**config.mk**
```make
export PLATFORM = sky130hd
export DESIGN_NAME = systolic_feeder
export DESIGN_NICKNAME = d
export VERILOG_FILES = /design/src/rtl/systolic_feeder.sv
export SDC_FILE = /design/constraint.sdc
export NUM_CORES = 1
export LEC_CHECK = 0
export ABC_AREA = 1
export ABC_CLOCK_PERIOD_IN_PS = 3200
export CAP_MARGIN = 20
export CORE_MARGIN = 2
export CORE_UTILIZATION = 62
export CTS_BUF_LIST = sky130_fd_sc_hd__clkbuf_4
export CTS_CLUSTER_DIAMETER = 50
export DETAILED_ROUTE_END_ITERATION = 8
export PLACE_DENSITY = 0.81
export SLEW_MARGIN = 40
export SYNTH_ARGS = -nofsm -noshare
export SYNTH_HDL_FRONTEND = slang
export SYNTH_SLANG_ARGS = --single-unit
```
**constraint.sdc**
```tcl
create_clock -name clk -period 3.2 [get_ports clk]
set_input_delay 0.64 -clock clk [delete_from_list [all_inputs] [get_ports clk]]
set_output_delay 0.64 -clock clk [all_outputs]
set_load 0.02 [all_outputs]
```
**src/rtl/systolic_feeder.sv**
```systemverilog
// Frame-buffering feeder for the systolic array: collects feature column vectors,
// then replays them with a one-cycle-per-row diagonal skew and signals frame completion.

module systolic_feeder_lane #(
    parameter int width  = 8,
    parameter int stages = 0
) (
    input  logic             clk,
    input  logic             nrst,
    input  logic             en_in,
    input  logic [width-1:0] data_in,
    output logic             en_out,
    output logic [width-1:0] data_out
);
    // stages+1 registers; data is zeroed on entry so disabled slots never carry stale values
    logic [stages:0]  vld_pipe;
    logic [width-1:0] data_pipe [stages:0];

    always_ff @(posedge clk or negedge nrst) begin
        if (!nrst) begin
            vld_pipe <= '0;
            for (int i = 0; i <= stages; i++) data_pipe[i] <= '0;
        end else begin
            vld_pipe[0]  <= en_in;
            data_pipe[0] <= en_in ? data_in : '0;
            for (int i = 1; i <= stages; i++) begin
                vld_pipe[i]  <= vld_pipe[i-1];
                data_pipe[i] <= data_pipe[i-1];
            end
        end
    end

    assign en_out   = vld_pipe[stages];
    assign data_out = data_pipe[stages];
endmodule

module systolic_feeder #(
    parameter int width = 8,
    parameter int row   = 4,
    parameter int depth = 16
) (
    input  logic                     clk,
    input  logic                     nrst,
    input  logic                     vec_valid,
    output logic                     vec_ready,
    input  logic                     vec_last,
    input  logic [width-1:0]         vec_data    [row-1:0],
    output logic [width-1:0]         feature_out [row-1:0],
    output logic                     in_en       [row-1:0],
    output logic                     busy,
    output logic                     frame_done,
    output logic [$clog2(depth):0]   frame_len
);
    localparam int AW = $clog2(depth);
    localparam int CW = AW + 1;
    localparam int FW = $clog2(row) + 1;

    typedef enum logic [1:0] {FILL, DRAIN, FLUSH} state_t;

    state_t                     state;
    logic [CW-1:0]              count;
    logic [AW-1:0]              rd_ptr;
    logic [FW-1:0]              fl_cnt;
    logic [row-1:0][width-1:0]  mem [depth];
    logic                       accept;
    logic                       last_beat;
    logic                       drain_en;

    // vec_ready is only high in FILL, where count < depth always holds
    assign accept    = vec_valid && vec_ready;
    assign last_beat = vec_last || (count == CW'(depth - 1));
    assign drain_en  = (state == DRAIN);

    always_ff @(posedge clk) begin
        if (accept) begin
            for (int r = 0; r < row; r++) mem[count[AW-1:0]][r] <= vec_data[r];
        end
    end

    always_ff @(posedge clk or negedge nrst) begin
        if (!nrst) begin
            state      <= FILL;
            count      <= '0;
            rd_ptr     <= '0;
            fl_cnt     <= '0;
            vec_ready  <= 1'b1;
            busy       <= 1'b0;
            frame_done <= 1'b0;
            frame_len  <= '0;
        end else begin
            frame_done <= 1'b0;
            case (state)
                FILL: begin
                    if (accept) begin
                        count <= count + CW'(1);
                        if (count == '0) frame_len <= '0;
                        if (last_beat) begin
                            frame_len <= count + CW'(1);
                            state     <= DRAIN;
                            rd_ptr    <= '0;
                            vec_ready <= 1'b0;
                            busy      <= 1'b1;
                        end
                    end
                end
                DRAIN: begin
                    rd_ptr <= rd_ptr + AW'(1);
                    if ({1'b0, rd_ptr} + CW'(1) == frame_len) begin
                        state  <= FLUSH;
                        fl_cnt <= '0;
                    end
                end
                FLUSH: begin
                    fl_cnt <= fl_cnt + FW'(1);
                    if (fl_cnt == FW'(row - 1)) begin
                        state      <= FILL;
                        count      <= '0;
                        vec_ready  <= 1'b1;
                        busy       <= 1'b0;
                        frame_done <= 1'b1;
                    end
                end
                default: state <= FILL;
            endcase
        end
    end

    // row g sits g cycles behind row 0
    for (genvar g = 0; g < row; g++) begin : g_lane
        systolic_feeder_lane #(
            .width  (width),
            .stages (g)
        ) u_lane (
            .clk      (clk),
            .nrst     (nrst),
            .en_in    (drain_en),
            .data_in  (mem[rd_ptr][g]),
            .en_out   (in_en[g]),
            .data_out (feature_out[g])
        );
    end
endmodule

```
After elaboration in Yosys (flattened, before gate mapping)
Memory sizes are Yosys's and may differ from the RTL's.
Cells that the tools add are included.
Cells by class
  $add $sub $neg: 4
  eq/ne operators: 9
  muxes and demuxes: 31
  reductions and logical operators: 14
Operators by type and width (number)
  8-bit two-way mux: 4
  5-bit two-way mux: 4
  1-bit two-way mux: 10
  5-bit one-hot mux with 2 select lines: 1
  3-bit AND reduction: 3
  2-bit two-way mux: 4
  4-bit two-way mux: 2
  2-bit inequality test (second input constant): 4
  4-bit one-hot mux with 2 select lines: 1
  4-bit AND reduction: 2
  2-bit nonzero test: 4
  2-bit one-hot mux with 3 select lines: 1
  3-bit one-hot mux with 2 select lines: 1
  4-bit by 1-bit adder with 5-bit output (second input constant): 1
  5-bit by 1-bit adder with 5-bit output (second input constant): 1
  5-bit by 4-bit equality test with 1-bit output (second input constant): 1
  5-bit equality test: 1
  5-bit logical NOT: 1
  4-bit by 1-bit adder with 4-bit output (second input constant): 1
  1-bit one-hot mux with 2 select lines: 2
  3-bit by 1-bit adder with 3-bit output (second input constant): 1
  3-bit by 2-bit equality test with 1-bit output (second input constant): 1
  3-bit two-way mux: 1
  2-bit by 1-bit equality test with 1-bit output (second input constant): 1
  5 further kinds: 5
Storage, ports and cells
  register bits: 112
  RAM bits: 512
  input bits: 36
  output and inout port bits: 44
  memories: 1
Memories
  mem: depth 16, width 32, read ports 1, clocked after memory_dff 0, write ports 1, line 64  | logic [row-1:0][width-1:0] mem [depth];

Longest topological paths before layout
  word-level depth: 5
  mapped depth: 11

Cells and area by module
From an unflattened synthesis, not the netlist that was laid out.
Unflattened totals
  cells, all modules: 1822
  area total of the unflattened synthesis: 23685.2 µm²
By module, submodules not included
  systolic_feeder: instances 1, cells each 1640, area each 20992.6 µm², seq. area each 15926.5 µm²
  systolic_feeder_lane at g_lane[3].u_lane: instances 1, cells each 61, area each 1026.0 µm², seq. area each 900.9 µm²
  systolic_feeder_lane at g_lane[2].u_lane: instances 1, cells each 52, area each 800.8 µm², seq. area each 675.6 µm²
  systolic_feeder_lane at g_lane[1].u_lane: instances 1, cells each 43, area each 575.6 µm², seq. area each 450.4 µm²
  systolic_feeder_lane at g_lane[0].u_lane: instances 1, cells each 26, area each 290.3 µm², seq. area each 225.2 µm²

Worst setup path after synthesis
No wires, ideal clock.
  kind: input-to-reg
  start point: input vec_valid
  end point: memory mem[0][0] (netlist name), enable pin
  data arrival time: 2.266 ns
  setup slack: 0.513 ns
  stages: 4
  buffers on the path: 0
  cell sequence: nand2_1 inv_1 nand2_1 nor2_1
On the way
  word-level cells in the longest chain between the ends: 3
Ends and longest elaborated chain
  start, declared: line 44  | input logic vec_valid,
  1-bit logical AND: line 70  | assign accept = vec_valid && vec_ready;
  1-bit two-way mux: line 75  | if (accept) begin
  1-bit two-way mux (not written as such): line 76  | for (int r = 0; r < row; r++) mem[count[AW-1:0]][r] <= vec_data[r];
  end, declared: line 64
No other way between the ends.

Worst setup path in the final report
  start point: register vec_ready
  end point: output vec_ready
RTL lines
  start, declared: line 45  | output logic vec_ready,
  start signal, assigned: line 86  | vec_ready <= 1'b1;
  start signal, assigned: line 101  | vec_ready <= 1'b0;
  start signal, assigned: line 118  | vec_ready <= 1'b1;
No word-level cell between the ends.

==> out/qor.yml <==
power:
  p_leak_nw: 9.93
  power_density_nw_per_um2: 572
  total_power_mw: 15.6
  ir_drop_uv: 483
synthesis:
  synth_adder_area_share_pct: 0.418
  syn_nets: 1929
  yosysSeqAreaShare_pct: 75.3
  yosysTopAreaCell: "edfxtp_1"
  synth_mux_area_share_pct: 0
  synth_xor_area_share_pct: 0.0732
  yosysTopAreaCellShare_pct: 64.2
  yosys_warnings: 0
  synth_compound_area_share_pct: 7.46
  ys_ff_latch: 618
  synth_cell_type_count: 30
  synth_area_leaders: "edfxtp_1 64%, dfrtp_1 11%, nor2_1 7.2%, o21ai_0 3.3%, nand3_1 3.3%"
  syn_avg_cell_area_um2: 12.7
  synth_area_um2: 23900
  synthSimpleGateAreaFrac_pct: 12.4
  synth_top_family_by_area: "simple AND/OR/NAND/NOR gates"
  synthCells: 1885
global_routing:
  grt_pass1_wl_um: 86100
  grt_pass1_vias: 16000
  grt_usage_pct: 27.7
  grt_max_degree: 112
  overflow: 0
  antenna_found_initial: 1
final_layout:
  n_fill_cell: 2394
  final_design_area_no_fill_um2: 27300
  synthToLayoutAreaGrowth_pct: 13.9
  final_common_cell: "edfxtp_1"
  layout-drive-gt1-share_pct: 15.0
  final_nets: 2078
  seq_area_um2: 18000
  multiInputGateArea_um2: 4990
  final_cell_mix: "512 x edfxtp_1, 445 x nor2_1, 223 x clkbuf_4"
setup_path:
  r2r_cells: 8
  critPathSlowestCell: "clkdlybuf4s50_1"
  endpoint_kind: "primary output"
  slowest_delay_ns: 0.60
  crit_required_ns: 2.56
  cp-start-kind: "register"
  timing.rr.start: "count[2]$_DFFE_PN0P_"
  worstReg2RegEnd: "frame_len[4]$_DFFE_PN0P_"
  path_max_fanout: 3
  cp.arrival_ns: 1.93
  critPathBufInv: 1
  worstPathCellList: "clkdlybuf4s50_1"
  critPathKind: "reg2out"
  ff2ff_setup_slack_ns: 0.88
  cp_top_family: "buffers and inverters"
die:
  io_pins: 80
  die-width_um: 201
  core_area_um2: 37800
  fp-row-count: 71
  initial_core_util_pct: 63.3
  die_y_um: 201
  die_area_um2: 40200
worst_hold_path:
  min_path_type: "reg2reg"
  min_delay_path_depth: 0
  holdPathEnd: "g_lane[3].u_lane.data_pipe[9]$_DFF_PN0_"
  min_from: "g_lane[3].u_lane.data_pipe[1]$_DFF_PN0_"
routing:
  wl_per_cell_um: 20.5
  totalWireLength_um: 54700
  drt-pass1-iter-count: 5
  vias: 15700
  ant_nets: 0
  drc: 0
  vias_per_cell: 5.89
  drt_iter0_markers: 1950
clock_tree:
  cts-root-buf: "clkbuf_4"
  cts_resized: 0
  cts_tree: "built"
  cts_buffers: 153
  h-tree-depth: 4
  clkTransAtPathRegs_ns: 0.07
  clk_path_buf_depth: 3
  clock_latency_ns: 0.86
  cts.sinks: 618
  post_cts_buffers: 0
  ctsHoldBuffers: 1
sta:
  hold_viol: 0
  max_freq_ghz: 0.389
  finClkSkew_ns: 0.0729
  rsz0062_at_grt: "no"
  tns_ns: 0
  worst_pin_slew_ns: 0.774
  setup_viol: 0
  fin_crit_ns: 2.57
  fin_crit_sh_pct: 80.3
  slew_viol_final: 0
  slew_headroom_pct: 48.4
job:
  maxCapViolations: 0
placed_design:
  placed_cell_area_um2: 25200
  dp_hpwl_um: 30700
  io_buffer_count: 79
  gp_congestion: 0.818
run_status:
  status: "complete, no violations"
[layer usage]
| layer | routed length (µm) | global-route usage (%) | part of all wire (%) |
|---|---|---|---|
| met3 | 5560 | 5.97 | 10 |
| met5 | 0 | 0 | 0 |
| met4 | 1440 | 12.0 | 2.6 |
| met2 | 26500 | 43.6 | 48 |
| met1 | 21200 | 37.9 | 39 |
[layout make-up]
class                           count  area share [%]
Clock buffer                      223            6.14
Timing Repair Buffer              131            5.03
Sequential cell                   618            66.1
Multi-Input combinational cell   1082            18.3
Inverter                           48           0.679
Clock inverter                     55            1.36
Antenna cell                        1         0.00918
Tap cell                          511            2.34
[sequential cells by signal (all words and copies together) (netlist names)]
signal and flops:
g_lane.u_lane.vld_pipe 4, busy 1, g_lane.u_lane.data_pipe 48, state 2
fl_cnt 3, frame_done 1, count 5, mem 512
rd_ptr 4, vec_ready 1, frame_len 5, g_lane.u_lane.data_out 32
[cell usage after synthesis (all sizes together)]
cell / instances
xnor2: 1
buf: 106
nand2: 106
clkinv: 2
nand3: 158
ha: 8
nor2: 463
a21oi: 50
a31oi: 1
nand4: 2
inv: 46
edfxtp: 512
xor2: 1
dfrtp: 105
o22ai: 11
dfstp: 1
or2: 3
o211ai: 28
o21ai: 250
clkbuf: 31
[logic make-up (layout without fill, tap and decap cells)]
kind of cell | after synthesis | after routing
AND/OR/NAND/NOR | 732 | 732
flip-flops | 618 | 618
AO/OA/AOI/OAI | 340 | 340
buffers and inverters | 185 | 457
adder cells (fa/ha/maj) | 8 | 8
XOR/XNOR | 2 | 2
other | 0 | 1
[per-stage QoR]
step / hold WS (ns) / worst slack (ns) / utilization (%) / instances
final: 0.331 / 0.630 / 72.1 / 2669
after detailed placement: 0.335 / 0.452 / 66.6 / 2389
after CTS: 0.331 / 0.559 / 72.1 / 2668
after global placement: 0.332 / 0.450 / 66.6 / 2389
after global routing: 0.351 / 0.537 / 72.1 / 2669
after floorplan: 0.331 / 0.513 / - / 1885
[where the power goes]
| part | switching [mW] | total, mW | internal [mW] | leakage, nW |
|---|---|---|---|---|
| Clock | 3.09 | 6.72 | 3.62 | 1.20 |
| Sequential | 0 | 8.71 | 8.71 | 6.00 |
| Combinational | 0.134 | 0.175 | 0.0409 | 2.73 |
[worst max-delay path by stage]
stage | slack (ns) | startpoint | end | depth (start not counted)
3_5_place_dp | 0.45 | vec_valid | mem[3][9]$_DFFE_PP_ | 6
3_3_place_gp | 0.45 | vec_valid | mem[3][18]$_DFFE_PP_ | 6
6_report | 0.63 | vec_ready$_DFFE_PN1P_ | vec_ready | 1
4_1_cts | 0.56 | vec_ready$_DFFE_PN1P_ | vec_ready | 1
5_1_grt | 0.54 | vec_ready$_DFFE_PN1P_ | vec_ready | 1
2_1_floorplan | 0.51 | vec_valid | mem[0][0]$_DFFE_PP_ | 4
Power figures use the tool's default switching activity.
